--- src/rtl/rv_pkg.sv ---
// Shared RV32 execute-stage definitions: operation encodings, divider FSM states
// and small decode helpers for the M-extension divide operations.
package rv_pkg;

  localparam int XLEN = 32;

  localparam logic [1:0] OP_DIV  = 2'b00;
  localparam logic [1:0] OP_DIVU = 2'b01;
  localparam logic [1:0] OP_REM  = 2'b10;
  localparam logic [1:0] OP_REMU = 2'b11;

  typedef enum logic [1:0] {
    S_IDLE = 2'd0,
    S_ITER = 2'd1,
    S_FIX  = 2'd2
  } div_state_t;

  // funct3[0] clear marks the signed forms, funct3[1] set selects the remainder
  function automatic logic op_is_signed(input logic [1:0] op);
    return ~op[0];
  endfunction

  function automatic logic op_is_rem(input logic [1:0] op);
    return op[1];
  endfunction

endpackage

--- src/rtl/seq_divider_adder.sv ---
// Plain ripple-style adder with carry in/out, used by the divider for the trial
// subtraction (caller inverts the subtrahend and drives cin=1).
module Adder #(
  parameter int W = 33
) (
  input  logic [W-1:0] a,
  input  logic [W-1:0] b,
  input  logic         cin,
  output logic [W-1:0] sum,
  output logic         cout
);

  assign {cout, sum} = {1'b0, a} + {1'b0, b} + {{W{1'b0}}, cin};

endmodule

--- src/rtl/seq_divider.sv ---
// Iterative radix-2 restoring divider for DIV/DIVU/REM/REMU: magnitudes are divided
// over N cycles, then sign fix-up and divide-by-zero overrides are applied once.
module seq_divider
  import rv_pkg::*;
#(
  parameter int N = XLEN
) (
  input  logic         clk,
  input  logic         rst_n,
  input  logic         start,
  input  logic         flush,
  input  logic [1:0]   op,
  input  logic [N-1:0] A,
  input  logic [N-1:0] B,
  output logic         ready,
  output logic         busy,
  output logic         valid,
  output logic [N-1:0] R
);

  localparam int CW = $clog2(N);

  div_state_t   state, state_nxt;
  logic         rem_op, sign_q, sign_r, div0;
  logic [N-1:0] dvd, dvs, rem, a_orig;
  logic [CW-1:0] cnt;

  logic         accept, is_signed, qbit, cout;
  logic [N-1:0] a_mag, b_mag, res;
  logic [N:0]   t, diff;

  assign ready  = (state == S_IDLE);
  assign busy   = (state != S_IDLE);
  assign accept = ready && start && !flush;

  assign t = {rem, dvd[N-1]};

  Adder #(.W(N + 1)) u_add (
    .a   (t),
    .b   (~{1'b0, dvs}),
    .cin (1'b1),
    .sum (diff),
    .cout(cout)
  );

  // A carry out means t >= dvs, in which case the difference always fits in N bits
  assign qbit = cout & ~diff[N];

  always_comb begin
    is_signed = op_is_signed(op);
    a_mag     = (is_signed && A[N-1]) ? -A : A;
    b_mag     = (is_signed && B[N-1]) ? -B : B;
  end

  // Final result: divide-by-zero overrides take priority over sign correction
  always_comb begin
    res = '0;
    if (rem_op) begin
      if (div0) res = a_orig;
      else      res = sign_r ? -rem : rem;
    end else begin
      if (div0) res = {N{1'b1}};
      else      res = sign_q ? -dvd : dvd;
    end
  end

  always_ff @(posedge clk or negedge rst_n) begin
    if (!rst_n) state <= S_IDLE;
    else        state <= state_nxt;
  end

  always_comb begin
    state_nxt = state;
    case (state)
      S_IDLE:  if (start) state_nxt = S_ITER;
      S_ITER:  if (cnt == '0) state_nxt = S_FIX;
      S_FIX:   state_nxt = S_IDLE;
      default: state_nxt = S_IDLE;
    endcase
    if (flush) state_nxt = S_IDLE;
  end

  always_ff @(posedge clk or negedge rst_n) begin
    if (!rst_n) begin
      rem_op <= 1'b0;
      sign_q <= 1'b0;
      sign_r <= 1'b0;
      div0   <= 1'b0;
      dvd    <= '0;
      dvs    <= '0;
      rem    <= '0;
      a_orig <= '0;
      cnt    <= '0;
      valid  <= 1'b0;
      R      <= '0;
    end else begin
      valid <= 1'b0;
      if (accept) begin
        rem_op <= op_is_rem(op);
        sign_q <= is_signed & (A[N-1] ^ B[N-1]);
        sign_r <= is_signed & A[N-1];
        div0   <= (B == '0);
        dvd    <= a_mag;
        dvs    <= b_mag;
        rem    <= '0;
        a_orig <= A;
        cnt    <= CW'(N - 1);
      end else if (state == S_ITER && !flush) begin
        rem <= qbit ? diff[N-1:0] : t[N-1:0];
        dvd <= {dvd[N-2:0], qbit};
        cnt <= cnt - 1'b1;
      end else if (state == S_FIX && !flush) begin
        valid <= 1'b1;
        R     <= res;
      end
    end
  end

endmodule

--- config.mk ---
export PLATFORM = sky130hd
export DESIGN_NAME = seq_divider
export DESIGN_NICKNAME = d
export VERILOG_FILES = /design/src/rtl/rv_pkg.sv /design/src/rtl/seq_divider_adder.sv /design/src/rtl/seq_divider.sv
export SDC_FILE = /design/constraint.sdc
export NUM_CORES = 1
export LEC_CHECK = 0
export ABC_AREA = 1
export ABC_CLOCK_PERIOD_IN_PS = 2800
export CAP_MARGIN = 20
export CORE_UTILIZATION = 48
export CTS_BUF_LIST = sky130_fd_sc_hd__clkbuf_8
export CTS_CLUSTER_DIAMETER = 100
export DETAILED_ROUTE_END_ITERATION = 8
export DONT_BUFFER_PORTS = 1
export GPL_ROUTABILITY_DRIVEN = 0
export PLACE_DENSITY = 0.68
export SYNTH_ARGS = -nofsm -noshare
export SYNTH_HDL_FRONTEND = slang
export SYNTH_SLANG_ARGS = --single-unit
--- constraint.sdc ---
create_clock -name clk -period 2.8 [get_ports clk]
set_clock_uncertainty 0.1 [all_clocks]
set_input_delay 0.7 -clock clk [delete_from_list [all_inputs] [get_ports clk]]
set_output_delay 0.7 -clock clk [all_outputs]
set_load 0.01 [all_outputs]
==> flow_metrics.tcl <==
set metrics [dict create \
    placed_cell_area_um2 14410 \
    grt_max_degree 173 \
    maxSlewHeadroom 0.5067 \
    violations "hold timing" \
    vias 14916 \
    cp_slowest_cell "nor3_1" \
    hold_ws_ns -0.1757 \
    antennaDiodeCount 0 \
    clkTransAtPathRegs_ns 0.13 \
    arrival_ns 3.01 \
    synth_seq_cells 172 \
    ys_warn_count 0 \
    synth_top_cell_by_area "dfrtp_1" \
    area_growth_syn_to_layout_pct 7.296 \
    die_area_um2 29550 \
    critPathLaunchType "flip-flop" \
    path_depth 15 \
    end_kind "flip-flop" \
    antenna_found_initial 1 \
    insertion_delay_ns 0.49 \
    drive_above_1_share 0.06278 \
    die_w_um 171.9 \
    worstHoldPathType "input port to async pin" \
    htree_levels 4 \
    cts.path.max_buffers 2 \
    ys_async_sr_fraction 1.000 \
    slowest_delay_ns 0.46 \
    grt-busiest-layer "met1" \
    met2_usage 0.4623 \
    synth.avg_cell_area_um2 6.287 \
    drc 0 \
    netlist-cell-type-count 50 \
    finish.instance_area_um2 14870 \
    start_util 0.4934 \
    wl_mm 46.17 \
    final_cells 2592 \
    p_per_area_nw_per_um2 666.7 \
    path_cells "inv_1 -> ha_1 -> nand3_1 -> inv_1 -> nand2_1 -> nor3_1 -> nand2_1 -> nand2_1 -> nand2_1 -> nand2_1 -> nand3_1 -> nand2_1 -> nand2_1 -> nand2_1 -> nand2_1" \
    firstDrtPassIters 7 \
    fp-row-count 61 \
    synthCells 2204 \
    crit_family "simple AND/OR/NAND/NOR gates" \
    tightestPinTransition_ns 0.7354 \
    synthesis.area_um2 13860 \
    port_buffers 0 \
    peakVddDrop_uv 310.6 \
    critPathBufInv 2 \
    fmax_mhz 369.9 \
    crit_required_ns 3.10 \
    layout_common_cells "686 x nand2_1, 265 x inv_1, 232 x nor2_1, 186 x nand3_1, 172 x dfrtp_1" \
    nets 2310 \
    hpwl_mm 35.47 \
    coreArea_um2 28090 \
    p_leak_nw 7.799 \
    seq_area_frac_synth 0.3106 \
    slew_violations 0 \
    reg2reg_depth 15 \
    hold_violations 172 \
    first_global_vias 13306 \
    groute.usage.overall 0.3160 \
    nFillCells 2890 \
    grt_pass1_wl_mm 72.17 \
    met1_usage 0.4634 \
    fp.dieH_um 171.9 \
    yosysTopAreaCellShare 0.3106 \
    detail-route-antenna-nets 0 \
    final_common_cell "nand2_1" \
    cts.sinks 172 \
    avgViaCountPerCell 5.755 \
    status "complete, but fails checks" \
    crit_fanout 5 \
    ios 105 \
    synth_nets 2313 \
    crit_path_frequent_cell "nand2_1" \
    grt_overflow 0 \
    cts_root_buf "clkbuf_8" \
    maxCapViolCount 0 \
    finalCriticalPeriod_ns 2.703 \
    fin_crit_sh 0.9654 \
    synth.top_cells.by_area "dfrtp_1 31%, nand2_1 19%, inv_1 7.2%" \
    synth_ff_type "dfrtp_1" \
    tritoncts "yes" \
    setup_tns_ns 0 \
    final_util 0.5294 \
    cts_buffers 17 \
    met3_usage 0.05310 \
    setup_viol 0 \
    place_inst 2555 \
    worstSetupPathType "flip-flop to flip-flop" \
    wl_per_cell_um 17.81 \
    synth_edf_count 0 \
    drt_iter0_markers 2027 \
]
==> report_power, final <==
part | total (mW) | switching, mW | internal [mW]
sequential | 3.87 | 0.705 | 3.17
clock | 1.85 | 1.17 | 0.677
combinational | 4.20 | 2.82 | 1.38
==> worst paths after layout <==
kind                             end  slack, ns      start
max                            R[30]        0.1     dvd[0]
min                           rem[5]      -0.18      rst_n
min reg2reg                a_orig[0]       0.38  a_orig[0]
max reg2reg                    R[30]        0.1     dvd[0]
max in group asynchronous    dvs[19]       2.43      rst_n
min in group clk                div0       0.20      B[28]
==> layer usage <==
| metal | up-vias | wire length (µm) |
|---|---|---|
| met3 | 123 | 4682 |
| met2 | 783 | 19330 |
| met4 | 2 | 1709 |
| met1 | 6859 | 20430 |
| met5 | - | 13 |
| li1 | 7149 | - |
==> cell type report <==
class	count	area, µm²	area share
clock inverter	15	162.7	0.01094
sequential	172	4304	0.2895
clock buffer	17	234.0	0.01574
tap	378	473.0	0.03181
inverter	277	1042	0.07010
multi-input combinational	1681	8237	0.5540
timing repair buffer	52	415.4	0.02794
==> state kept, by name, indices dropped and copies added, names as in the netlist <==
register / flops
dvd: 32
sign_q: 1
rem: 32
dvs: 32
R: 32
cnt: 5
rem_op: 1
valid: 1
div0: 1
a_orig: 32
sign_r: 1
state: 2
==> cell families (layout without fill, tap and decap cells) <==
family	after synthesis	after routing	synth area share
buffers and inverters	352	361	0.09842
AO/OA/AOI/OAI	342	342	0.1390
AND/OR/NAND/NOR	1254	1255	0.3878
adder cells (fa/ha/maj)	39	39	0.03576
XOR/XNOR	45	45	0.02844
flip-flops	172	172	0.3106
==> cells in the mapped netlist (13+ instances only) <==
library cell,n
a21oi_1,100
a31oi_1,23
buf_2,14
clkbuf_1,52
dfrtp_1,172
ha_1,38
inv_1,265
nand2_1,686
nand2_2,13
nand3_1,186
nand3b_1,14
nand4_1,46
nor2_1,233
nor3_1,38
o211ai_1,15
o21ai_0,151
xnor2_1,21
xor2_1,24
==> worst reg2reg max path, delay by kind of cell, from the launching register on <==
family        cells  cell delay [ns]
buf+inv           2             0.36
simple gates     12             1.48
fa+ha+maj         1             0.25
flops             1             0.45
==> per-stage QoR <==
stage	setup WS [ns]	hold WS (ns)	power, mW
after floorplan	0.4538	0.3044	6.690
after global placement	0.1821	0.3131	7.922
after detailed placement	0.1232	0.3152	7.966
after CTS	0.09534	-0.2104	9.808
after global routing	-0.009790	-0.2210	10.59
final	0.09689	-0.1757	9.912
==> repair_timing <==
action / CTS / global route
endpoints found under the setup margin: 0 / 34
buffers inserted: 0 / 4
endpoints found under the hold margin: 172 / 172
gates resized for setup: 0 / 4
No activity file was read; power rests on OpenSTA's default activity.
==> RTL change: new RTL, same flow settings <==
Encoding of `div_state_t`: now one-hot (3 bits for 3 states).
--- a/src/rtl/rv_pkg.sv
+++ b/src/rtl/rv_pkg.sv
@@ -9,10 +9,10 @@
   localparam logic [1:0] OP_REM  = 2'b10;
   localparam logic [1:0] OP_REMU = 2'b11;
 
-  typedef enum logic [1:0] {
-    S_IDLE = 2'd0,
-    S_ITER = 2'd1,
-    S_FIX  = 2'd2
+  typedef enum logic [2:0] {
+    S_IDLE = 3'b001,
+    S_ITER = 3'b010,
+    S_FIX  = 3'b100
   } div_state_t;
 
   // funct3[0] clear marks the signed forms, funct3[1] set selects the remainder
Formal check against the unedited RTL: same outputs for any inputs over 4 cycles, from zero or initial values and one cycle with rst_n low; so few cycles prove little.
==> RTL change against the unedited design <==
The run still ends with hold timing left. Maximum frequency rose by 3.3%. Sequential cell count increased by 1. Total power fell by 17%. Non-clock buffer count shrank 3. Via count shrank 1.0%. Wire length is 3.6% higher. Worst setup slack better by 86 ps. Final cell count grew 0.19%. Synthesized area shrank 0.13%. Final area is 0.70% higher. First-iteration DRC count shrank 13%. Largest cell class unchanged.
==> RTL change: results (changes against the unedited design) <==
{
  "layout.non_clock_inverters": {"value": 287, "change": "was 277"},
  "number_of_fill_cells_in_the_layout": {"value": 2885, "change": "was 2890"},
  "groute.layer.met3.usage": {"value": 7.85, "unit": "%", "change": "was 5.31%"},
  "total_length_of_routed_wires": {"value": 47800, "unit": "um", "change": "was 46200 um"},
  "worst_hold_slack": {"value": -194, "unit": "ps", "change": "was -176 ps"},
  "met2_length": {"value": 19800, "unit": "um", "change": "was 19300 um"},
  "multi_input_area_share": {"value": 54.8, "unit": "%", "change": "was 55.4%"},
  "vias_per_std_cell": {"value": 5.68, "change": "was 5.75"},
  "grt_pass1_wl": {"value": 73700, "unit": "um", "change": "was 72200 um"},
  "grt_pass1_vias": {"value": 13100, "change": "was 13300"},
  "cp.arrival": {"value": 2910, "unit": "ps", "change": "was 3010 ps"},
  "syn_inst": {"value": 2217, "change": "was 2204"},
  "nNonClkBuffers": {"value": 49, "change": "was 52"},
  "failing_checks": {"value": "hold timing", "change": "unchanged"},
  "multiInputGateArea": {"value": 0.00820, "unit": "mm^2", "change": "was 0.00824 mm^2"},
  "pwr.group.clock": {"value": 0.00199, "unit": "W", "change": "was 0.00185 W"},
  "clock_sink_count": {"value": 173, "change": "was 172"},
  "mappedNetlistNets": {"value": 2326, "change": "was 2313"},
  "seq_area": {"value": 0.00433, "unit": "mm^2", "change": "was 0.00430 mm^2"},
  "postCtsSetupBuffers": {"value": 2, "change": "was 0"},
  "route.layer.met1.wl": {"value": 21100, "unit": "um", "change": "was 20400 um"},
  "sequential_share_of_the_synthesized_area": {"value": 31.3, "unit": "%", "change": "was 31.1%"},
  "p_leak": {"value": 8.06, "unit": "nW", "change": "was 7.80 nW"},
  "post-dp-hpwl": {"value": 36900, "unit": "um", "change": "was 35500 um"},
  "finalHoldViolCount": {"value": 172, "change": "unchanged"},
  "globalRouteMet1Util": {"value": 48.3, "unit": "%", "change": "was 46.3%"},
  "run_status": {"value": "complete, but fails checks", "change": "unchanged"},
  "p_sw": {"value": 0.00343, "unit": "W", "change": "was 0.00469 W"},
  "worst_setup_hold_path_clk_slew": {"value": 90, "unit": "ps", "change": "was 130 ps"},
  "layout_clock_buffers": {"value": 19, "change": "was 17"}
}
## RTL change: path summary, 6_finish.rpt
| kind | from | endpoint | slack (ps) | cells after the start |
|---|---|---|---|---|
| setup / recovery | rem[17]$_DFFE_PN0N_ | rem[20]$_DFFE_PN0N_ | 180 | 12 |
| hold / removal | rst_n | rem[2]$_DFFE_PN0N_ | -190 | 0 |
| setup reg to reg | rem[17]$_DFFE_PN0N_ | rem[20]$_DFFE_PN0N_ | 180 | 12 |
| hold reg to reg | dvs[13]$_DFFE_PN0P_ | dvs[13]$_DFFE_PN0P_ | 390 | 2 |
| max in group asynchronous | rst_n | state[0]$_DFFE_PN1P_ | 2440 | 0 |
| min in group clk | op[1] | rem_op$_DFFE_PN0P_ | 240 | 2 |
## RTL change: logic make-up after synthesis
family | share of synthesized area (%)
AOI/OAI and AO/OA | 12.8
xor gates and xnor gates | 2.91
adders and majority gates | 3.58
buffers and inverters | 10.2
DFF | 31.3
and+or+nand+nor | 39.2
